--- config.mk ---
export PLATFORM = sky130hd
export DESIGN_NAME = if_fetch_stage
export DESIGN_NICKNAME = d
export VERILOG_FILES = /design/src/rtl/if_pkg.sv /design/src/rtl/if_fetch_stage_if_id_reg.sv /design/src/rtl/if_fetch_stage.sv
export SDC_FILE = /design/constraint.sdc
export NUM_CORES = 1
export LEC_CHECK = 0
export CAP_MARGIN = 20
export CORE_ASPECT_RATIO = 1.2
export CORE_MARGIN = 2
export CORE_UTILIZATION = 41
export DETAILED_ROUTE_END_ITERATION = 10
export GPL_TIMING_DRIVEN = 0
export HOLD_SLACK_MARGIN = 0.03
export PLACE_DENSITY = 0.77
export SYNTH_ARGS = -nofsm -noshare
export SYNTH_HDL_FRONTEND = slang
export SYNTH_SLANG_ARGS = --single-unit
--- constraint.sdc ---
create_clock -name clk -period 1.8 [get_ports clk]
set_input_delay 0.27 -clock clk [delete_from_list [all_inputs] [get_ports clk]]
set_output_delay 0.27 -clock clk [all_outputs]
set_load 0.01 [all_outputs]
--- src/rtl/if_pkg.sv ---
// Shared types and constants for the instruction-fetch stage.
// Pure definitions: no latency, no flow control.
package if_pkg;

  typedef enum logic [2:0] {
    IDLE,
    REQ,
    WAIT,
    HOLD,
    DROP
  } fetch_state_t;

  localparam logic [1:0] PCSRC_SEQ    = 2'd0;
  localparam logic [1:0] PCSRC_BRANCH = 2'd1;
  localparam logic [1:0] PCSRC_JUMP   = 2'd2;

  localparam logic [31:0] NOP_INSTR = 32'h0;

  function automatic logic state_is_pending(input fetch_state_t s);
    return (s == REQ) || (s == WAIT) || (s == DROP);
  endfunction

endpackage

--- src/rtl/if_fetch_stage_if_id_reg.sv ---
// IF/ID pipeline register: bubble beats load, otherwise holds; 1-cycle latency.
// No backpressure of its own; the caller gates load/bubble with IF_ID_write.
module if_id_reg
  import if_pkg::*;
#(
  parameter int PC_WIDTH    = 32,
  parameter int INSTR_WIDTH = 32
) (
  input  logic                   clk,
  input  logic                   rst_n,
  input  logic                   i_load,
  input  logic                   i_bubble,
  input  logic [INSTR_WIDTH-1:0] i_instr,
  input  logic [PC_WIDTH-1:0]    i_pc_plus4,
  output logic [INSTR_WIDTH-1:0] o_instr,
  output logic [PC_WIDTH-1:0]    o_pc_plus4,
  output logic                   o_valid
);

  logic [INSTR_WIDTH-1:0] r_instr;
  logic [PC_WIDTH-1:0]    r_pc_plus4;
  logic                   r_valid;

  always_ff @(posedge clk or negedge rst_n) begin
    if (!rst_n) begin
      r_instr    <= INSTR_WIDTH'(NOP_INSTR);
      r_pc_plus4 <= '0;
      r_valid    <= 1'b0;
    end else if (i_bubble) begin
      r_instr    <= INSTR_WIDTH'(NOP_INSTR);
      r_pc_plus4 <= '0;
      r_valid    <= 1'b0;
    end else if (i_load) begin
      r_instr    <= i_instr;
      r_pc_plus4 <= i_pc_plus4;
      r_valid    <= 1'b1;
    end
  end

  assign o_instr    = r_instr;
  assign o_pc_plus4 = r_pc_plus4;
  assign o_valid    = r_valid;

endmodule

--- src/rtl/if_fetch_stage.sv ---
// Fetch stage: PC, single-outstanding imem handshake, IF/ID register; >=2 cycles per instr.
// Stalls via pc_write/IF_ID_write park a returned instruction in a hold buffer.
module if_fetch_stage
  import if_pkg::*;
#(
  parameter int                  PC_WIDTH    = 32,
  parameter int                  INSTR_WIDTH = 32,
  parameter logic [PC_WIDTH-1:0] RESET_PC    = '0
) (
  input  logic                   clk,
  input  logic                   rst_n,
  input  logic                   pc_write,
  input  logic                   IF_ID_write,
  input  logic                   flush,
  input  logic [1:0]             pc_source,
  input  logic [PC_WIDTH-1:0]    branch_target,
  input  logic [PC_WIDTH-1:0]    jump_target,
  output logic                   imem_req,
  output logic [PC_WIDTH-1:0]    imem_addr,
  input  logic                   imem_ready,
  input  logic                   imem_rvalid,
  input  logic [INSTR_WIDTH-1:0] imem_rdata,
  output logic [INSTR_WIDTH-1:0] if_id_instr,
  output logic [PC_WIDTH-1:0]    if_id_pc_plus4,
  output logic                   if_id_valid,
  output logic                   fetch_pending
);

  fetch_state_t           r_state;
  logic [PC_WIDTH-1:0]    r_pc;
  logic [INSTR_WIDTH-1:0] r_hold;

  logic                   w_accept;
  logic                   w_redirect;
  logic                   w_deliver;
  logic                   w_if_id_bubble;
  logic [PC_WIDTH-1:0]    w_pc_plus4;
  logic [PC_WIDTH-1:0]    w_target;
  logic [INSTR_WIDTH-1:0] w_deliver_instr;

  assign w_accept   = pc_write & IF_ID_write;
  assign w_redirect = flush & w_accept;
  assign w_pc_plus4 = r_pc + PC_WIDTH'(32'd4);

  always_comb begin
    w_target = w_pc_plus4;
    case (pc_source)
      PCSRC_SEQ:    w_target = w_pc_plus4;
      PCSRC_BRANCH: w_target = branch_target;
      PCSRC_JUMP:   w_target = jump_target;
      default:      w_target = w_pc_plus4;
    endcase
  end

  // An instruction reaches IF/ID only from a live response or the hold buffer.
  always_comb begin
    w_deliver       = 1'b0;
    w_deliver_instr = r_hold;
    if (w_accept && !w_redirect) begin
      if (r_state == WAIT && imem_rvalid) begin
        w_deliver       = 1'b1;
        w_deliver_instr = imem_rdata;
      end else if (r_state == HOLD) begin
        w_deliver = 1'b1;
      end
    end
  end

  assign w_if_id_bubble = IF_ID_write & ~w_deliver;

  always_ff @(posedge clk or negedge rst_n) begin
    if (!rst_n) begin
      r_state <= IDLE;
      r_pc    <= RESET_PC;
      r_hold  <= '0;
    end else begin
      if (w_redirect) begin
        r_pc <= w_target;
      end else if (w_deliver) begin
        r_pc <= w_pc_plus4;
      end

      case (r_state)
        IDLE: r_state <= REQ;
        REQ: begin
          // A redirect racing an accepted request leaves a stale response to drain.
          if (imem_ready) begin
            r_state <= w_redirect ? DROP : WAIT;
          end
        end
        WAIT: begin
          if (imem_rvalid) begin
            if (w_redirect || w_deliver) begin
              r_state <= REQ;
            end else begin
              r_hold  <= imem_rdata;
              r_state <= HOLD;
            end
          end else if (w_redirect) begin
            r_state <= DROP;
          end
        end
        HOLD: begin
          if (w_redirect || w_deliver) begin
            r_hold  <= '0;
            r_state <= REQ;
          end
        end
        DROP: begin
          if (imem_rvalid) begin
            r_state <= REQ;
          end
        end
        default: r_state <= IDLE;
      endcase
    end
  end

  assign imem_req      = (r_state == REQ);
  assign imem_addr     = r_pc;
  assign fetch_pending = state_is_pending(r_state);

  if_id_reg #(
    .PC_WIDTH    (PC_WIDTH),
    .INSTR_WIDTH (INSTR_WIDTH)
  ) u_if_id_reg (
    .clk        (clk),
    .rst_n      (rst_n),
    .i_load     (w_deliver),
    .i_bubble   (w_if_id_bubble),
    .i_instr    (w_deliver_instr),
    .i_pc_plus4 (w_pc_plus4),
    .o_instr    (if_id_instr),
    .o_pc_plus4 (if_id_pc_plus4),
    .o_valid    (if_id_valid)
  );

  // A flush during a stall is dropped by the hardware; the hazard unit should never do that.
  a_flush_needs_accept: assert property (
    @(posedge clk) disable iff (!rst_n) !(flush && !w_accept)
  );

  a_addr_stable: assert property (
    @(posedge clk) disable iff (!rst_n)
      (imem_req && !imem_ready && !w_redirect) |=> $stable(imem_addr)
  );

endmodule

# Word level (Yosys, flattened, before mapping)
# Cells that the tools add are included.
[word_totals] reg_bits=132
[op_classes] add_sub_neg=1 eq_ne=12 muxes=25 bitwise=4 reduce_logical=12
[ops] op="$mux 32" count=10
[ops] op="$pmux 32 s2" count=2
[ops] op="$add 32x3->32 const B" count=1
[ops] op="$mux 3" count=6
[ops] op="$pmux 3 s5" count=1
[ops] op="$reduce_and 4->1" count=2
[ops] op="$eq 3x2->1 const B" count=2
[ops] op="$ne 2x2->1 const B" count=3
[ops] op="$reduce_bool 2->1" count=3
[ops] op="$mux 1" count=5
[ops] op="$ne 2x1->1 const B" count=2
[ops] op="$and 1x1->1" count=3
[ops] op="$eq 3x1->1 const B" count=1
[ops] op="$eq 3x3->1 const B" count=1
[ops] op="$logic_not 3->1" count=1
[ops] op="$logic_or 1x1->1" count=3
[ops] op="$ne 3x3->1 const B" count=1
[ops] op="$eq 2x1->1 const B" count=1
[ops] op="$eq 2x2->1 const B" count=1
[ops] op="$logic_and 1x1->1" count=2
[ops] op="$mux 2" count=1
[ops] op="$logic_not 1->1" count=1
[ops] op="$not 1->1" count=1

# Logic depth before layout (Yosys ltp)
[logic_depth] depth_word=9 mapped_depth=9

# Modules after synthesis
# Synthesis repeated with hierarchy kept, for this count alone.
[hier_totals] cells_unflattened=710 area_unflattened_um2=7010.5
[by_module_without_submodules] mod="if_fetch_stage" instances=1 cells_per_inst=501 area_each_um2=4372.9 seq_area_each_um2=1676.6
[by_module_without_submodules] mod="if_id_reg" instances=1 cells_per_inst=209 area_each_um2=2637.5 seq_area_each_um2=1626.6

# Least setup slack after synthesis
# OpenSTA, ideal clock, no wires.
[synth_path] path_type="register to register" startpoint="register r_pc[2], in the netlist imem_addr[2]" endpoint="register r_pc[30], in the netlist imem_addr[30]" setup_ns=0.066 arrival_ns=1.879 t_required_ns=1.734 setup_slack_ns=-0.145 stages_incl_launch_ff=8 synth_period_minus_slack_ns=1.945 cell_sequence="dfrtp_1 -> ha_1 -> nand3_2 -> nor4_2 -> buf_4 -> nand4_1 -> o32a_1 -> nand2_1"
[synth_via] elab_chain_cells=3
[synth_lines] element="start: declaration" line_no="if_fetch_stage.sv:30" rtl="logic [PC_WIDTH-1:0] r_pc;"
[synth_lines] element="start signal: assignment" line_no="if_fetch_stage.sv:78" rtl="r_pc <= w_target;"
[synth_lines] element="start signal: assignment" line_no="if_fetch_stage.sv:80" rtl="r_pc <= w_pc_plus4;"
[synth_lines] element="$add 32x3->32 (*)" line_no="if_fetch_stage.sv:43" rtl="assign w_pc_plus4 = r_pc + PC_WIDTH'(32'd4);"
[synth_lines] element="$pmux 32 s2 or $mux 32 (tied branches)" line_no="if_fetch_stage.sv:47, if_fetch_stage.sv:79"
[synth_lines] element="$mux 32 (*)" line_no="if_fetch_stage.sv:77" rtl="if (w_redirect) begin"
# Mark *: on every way between the ends. The rest lies on a longest branch, timed or not. The select of a mux whose other input is x is not followed.
# A chain may end at the register's enable or synchronous reset.

# Worst setup path in the final report
[layout_path] startpoint="register r_pc[12], in the netlist imem_addr[12]" endpoint="register r_pc[16], in the netlist imem_addr[16]"
# Same word-level chain as after synthesis.

==> impl_summary.md <==
Status
The run finished, with violations left. The checks that failed: negative setup slack.

Timing
The shortest period the worst path allows is 1879 ps. The final worst slack is -78.71 ps. The count of final max-slew check failures is 0.

Based on the critical path, the design can be clocked at up to 532.3 MHz. Across the routed clock network, the largest skew measured is 12.72 ps. Setup repair after global routing could not meet its margin everywhere. The setup TNS is -187.7 ps. The worst relative slew slack is 52.47%.

The number of failing setup endpoints in the final timing report is 7. The share of the clock period used by the worst path after layout is 104.4%. At the pin with the least slew margin, the transition time is roughly 710 ps. The count of final hold-check violations is 0.

Global route
The global-route met1 utilization is roughly a third. The most utilized layer in the global route result is met2. The global route total overflow is 0.

The first global-routing pass estimated 34530 microns of wire. The met2 usage in global routing is roughly 42%. The fraction of met3 tracks used by global routing is 6.230%. The largest net degree at the start of global routing is a little under 80. Global routing consumed, over all layers together, 25.57% of the routing resources.

The initial antenna violation count was 0. The via count of the first global-routing pass is about 6500.

Yosys
Summing the areas of all fa, ha and maj instances in the mapped netlist gives less than 1% of the synthesized area. The share of flip-flops with an asynchronous set or reset is 100.0%. After synthesis, flip-flops and latches occupy roughly half of the total area. The count of mapped cells out of synthesis is about 650. The number of synthesized register bits is 132. The proportion of synthesized area in mux cells is a little under 5%. The number of nets handed over by synthesis was ~760.

The largest family of logic cells by synthesized area is compound AO/OA/AOI/OAI gates. Yosys instantiated no cell more often than dfrtp_1. Averaged over all synthesized cells, the footprint is 10.28 sq um. Yosys mapped a number of flops with a built-in enable equal to 0. During synthesis, Yosys emitted a total of 0 warnings. The cell type with the largest total area after synthesis is dfrtp_1. The synthesized netlist occupies a cell area of 0.006649 sq mm.

By area the synthesized netlist is led by dfrtp_1 (50%), o2bb2ai_1 (8.2%), nand2_1 (4.9%). Summing the areas of all compound-gate instances in the mapped netlist gives between 20% and 30% of the synthesized area. The synthesized design devotes to its leading area cell type between 40% and 50% of total area. After synthesis, the most frequently instantiated cells are dfrtp_1 (132), nand2_1 (87), o2bb2ai_1 (62), o21ai_0 (50), clkbuf_1 (34). After Yosys synthesis, and, or, nand and nor cells account for 12.74% of the synthesized area. The synthesized-area fraction occupied by xor and xnor cells is between 3 and 4%. The most used flip-flop cell after synthesis is dfrtp_1. After synthesis, the netlist uses between 50 and 60 different library cells.

Floorplan
The width of the chip is 120.3 microns. The boundary pin count is 204. After floorplanning, the core was sized to cover ~0.016 sq mm. The die outline height is between 100 and 150 microns. The floorplan has 51 rows.

The initial utilization of the core area, before any placement, comes to 41.35%. The die area is approximately 0.017 sq mm.

Drt
For this run, design rule violations remaining after detail routing come to 0. The number of vias after detailed routing is 6429. Once detail routing completed, the nets flagged for antenna violations numbered 0. The number of design-rule violations left by the first detailed-router iteration is roughly 500. After detailed routing, the average wire length per cell comes to 19.18 microns. The detailed-routing iteration count for the pre-antenna-repair pass is 5. After detailed routing, the total wire length is 21840 microns.

After detailed routing, the number of vias per cell comes to roughly 5.6.

Critical path
The worst setup path category is reg2reg. The type of destination of the critical path is a flop. STA classifies the critical path startpoint as a flop. The required time reported for the critical path endpoint is 2120 ps.

Data on the critical path arrives at its endpoint at around 2200 ps. The most critical setup path has its startpoint at imem_addr[12]. In this run the critical register-to-register path is launched from imem_addr[12]. The highest fanout seen on the critical path is 8.

Finish
Compared with the post-synthesis result, the final layout area differs by 56.55%. The layout cell share with drive strength beyond 1 is approximately 20%. For this run, the post-layout net count is approximately 1000.

The final standard cell utilization of the core is between 60% and 70%. The count of antenna diodes in the layout is 0. After filler insertion, the fill cell instance count of the layout stands at around 1300.

CTS
The root buffer selected by CTS is clkbuf_16. TritonCTS built the clock tree. Counting along the longest clock path gives a buffer depth of 2. The number of sinks on the clock net is ~130. Clock latency on the worst-skew pair, taken at its later pin, is roughly 410 ps.

Clock-pin slew was measured on the worst setup and hold paths at around 60 ps. TritonCTS created 17 clock buffers. The CTS H-tree depth is 4.

Power
The maximum ir drop on the vdd rail is ~630 uV. In this run the power density over the cells is about 1300 mW/mm^2. In this run the static leakage power is roughly 0.0042 uW.

Flow run
The total of max-cap violations is 0.

Worst hold path
The path category of the worst min-delay check is in2async.

Placed design
Detailed placement finished with a half-perimeter wire length of approximately 15000 microns. The routability congestion estimate from global placement is between 0.8 and 0.9. The total of buffers placed on input and output ports is between 200 and 250.
per-layer routing:
layer | vias up | share of wire (%)
li1 | 2950 | -
met1 | 3145 | 40
met2 | 284 | 50
met3 | 50 | 6.8
met4 | 0 | 3.1
met5 | - | 0
worst max-delay path: stages, from the launching register on:
cell	delay, ps
dfrtp_1	430
inv_1	140
nor4_4	420
buf_6	220
nand4_1	210
a21oi_1	200
a2bb2oi_1	160
cell type report:
type	instances	area [sq um]	area share, %
multi-input cells	450	3415	32.80
clock buffers	21	470.5	4.520
repair buffers	249	2404	23.09
clock inverters	11	148.9	1.430
flip-flops and latches	132	3322	31.92
well taps	212	265.3	2.548
plain buffers	51	335.3	3.222
inverters	13	48.80	0.4688
kinds of logic after synthesis:
kind of cell | count (synthesis)
mux | 32
buf+inv | 65
compound gates | 219
xor+xnor | 29
simple gates | 167
flops | 132
fa+ha+maj | 3
placed cells by master (no fill, tap or decap), types with 17 or more instances in the layout:
master and instances:
o21ai_0 47, nand2_1 83, clkbuf_1 17, o2bb2ai_1 61, dfrtp_1 117, clkbuf_16 17, clkdlybuf4s50_1 192, mux2i_1 32
nor2_1 20, a21oi_1 21, buf_4 53
report_power, final:
group / leakage, uW / switching [uW] / internal, uW
Clock: 0.000296 / 1310 / 2300
Combinational: 0.00222 / 2500 / 2550
Sequential: 0.00170 / 700 / 3720
Total: 0.00422 / 4510 / 8570
final timing paths:
| path | end | slack [ps] | cells past startpoint |
|---|---|---|---|
| worst min-delay path | u_if_id_reg.o_instr[18] | 400 | 2 |
| min in group clk | u_if_id_reg.o_valid | 410 | 2 |
| worst max-delay path | imem_addr[16] | -80 | 6 |
| worst max register to register | imem_addr[16] | -80 | 6 |
| worst min register to register | r_hold[18] | 480 | 2 |
| max in group asynchronous | imem_addr[25] | 600 | 3 |
metrics by stage:
stage               hold WS [ps]  instances  instance area [sq um]  total power, uW  worst slack, ps
floorplan                 -25.59        647                   6664             6548            18.14
global placement           460.7       1062                   8961             8444            -5522
detailed placement         278.4       1063                   8990             8540           -810.6
CTS                        395.9       1119                  10130            12680           -151.1
global route               429.6       1139                  10410            13820           -107.0
finish                     403.7       1139                  10410            13080           -78.71
what timing repair did:
item / CTS / global route
pin swaps: 13 / 11
hold buffers: 1 / 0
cloned: 1 / 0
buffers inserted: 23 / 20
gates resized for setup: 84 / 63
endpoints found under the hold margin: 56 / 0
setup endpoints to repair: 130 / 119
flip-flops by register name, indices dropped and copies added (netlist names):
register and count:
u_if_id_reg.o_valid 1, u_if_id_reg.o_pc_plus4 32, u_if_id_reg.o_instr 32, imem_addr 32
r_state 3, r_hold 32
Note: power is estimated with default switching activity, not from simulation.
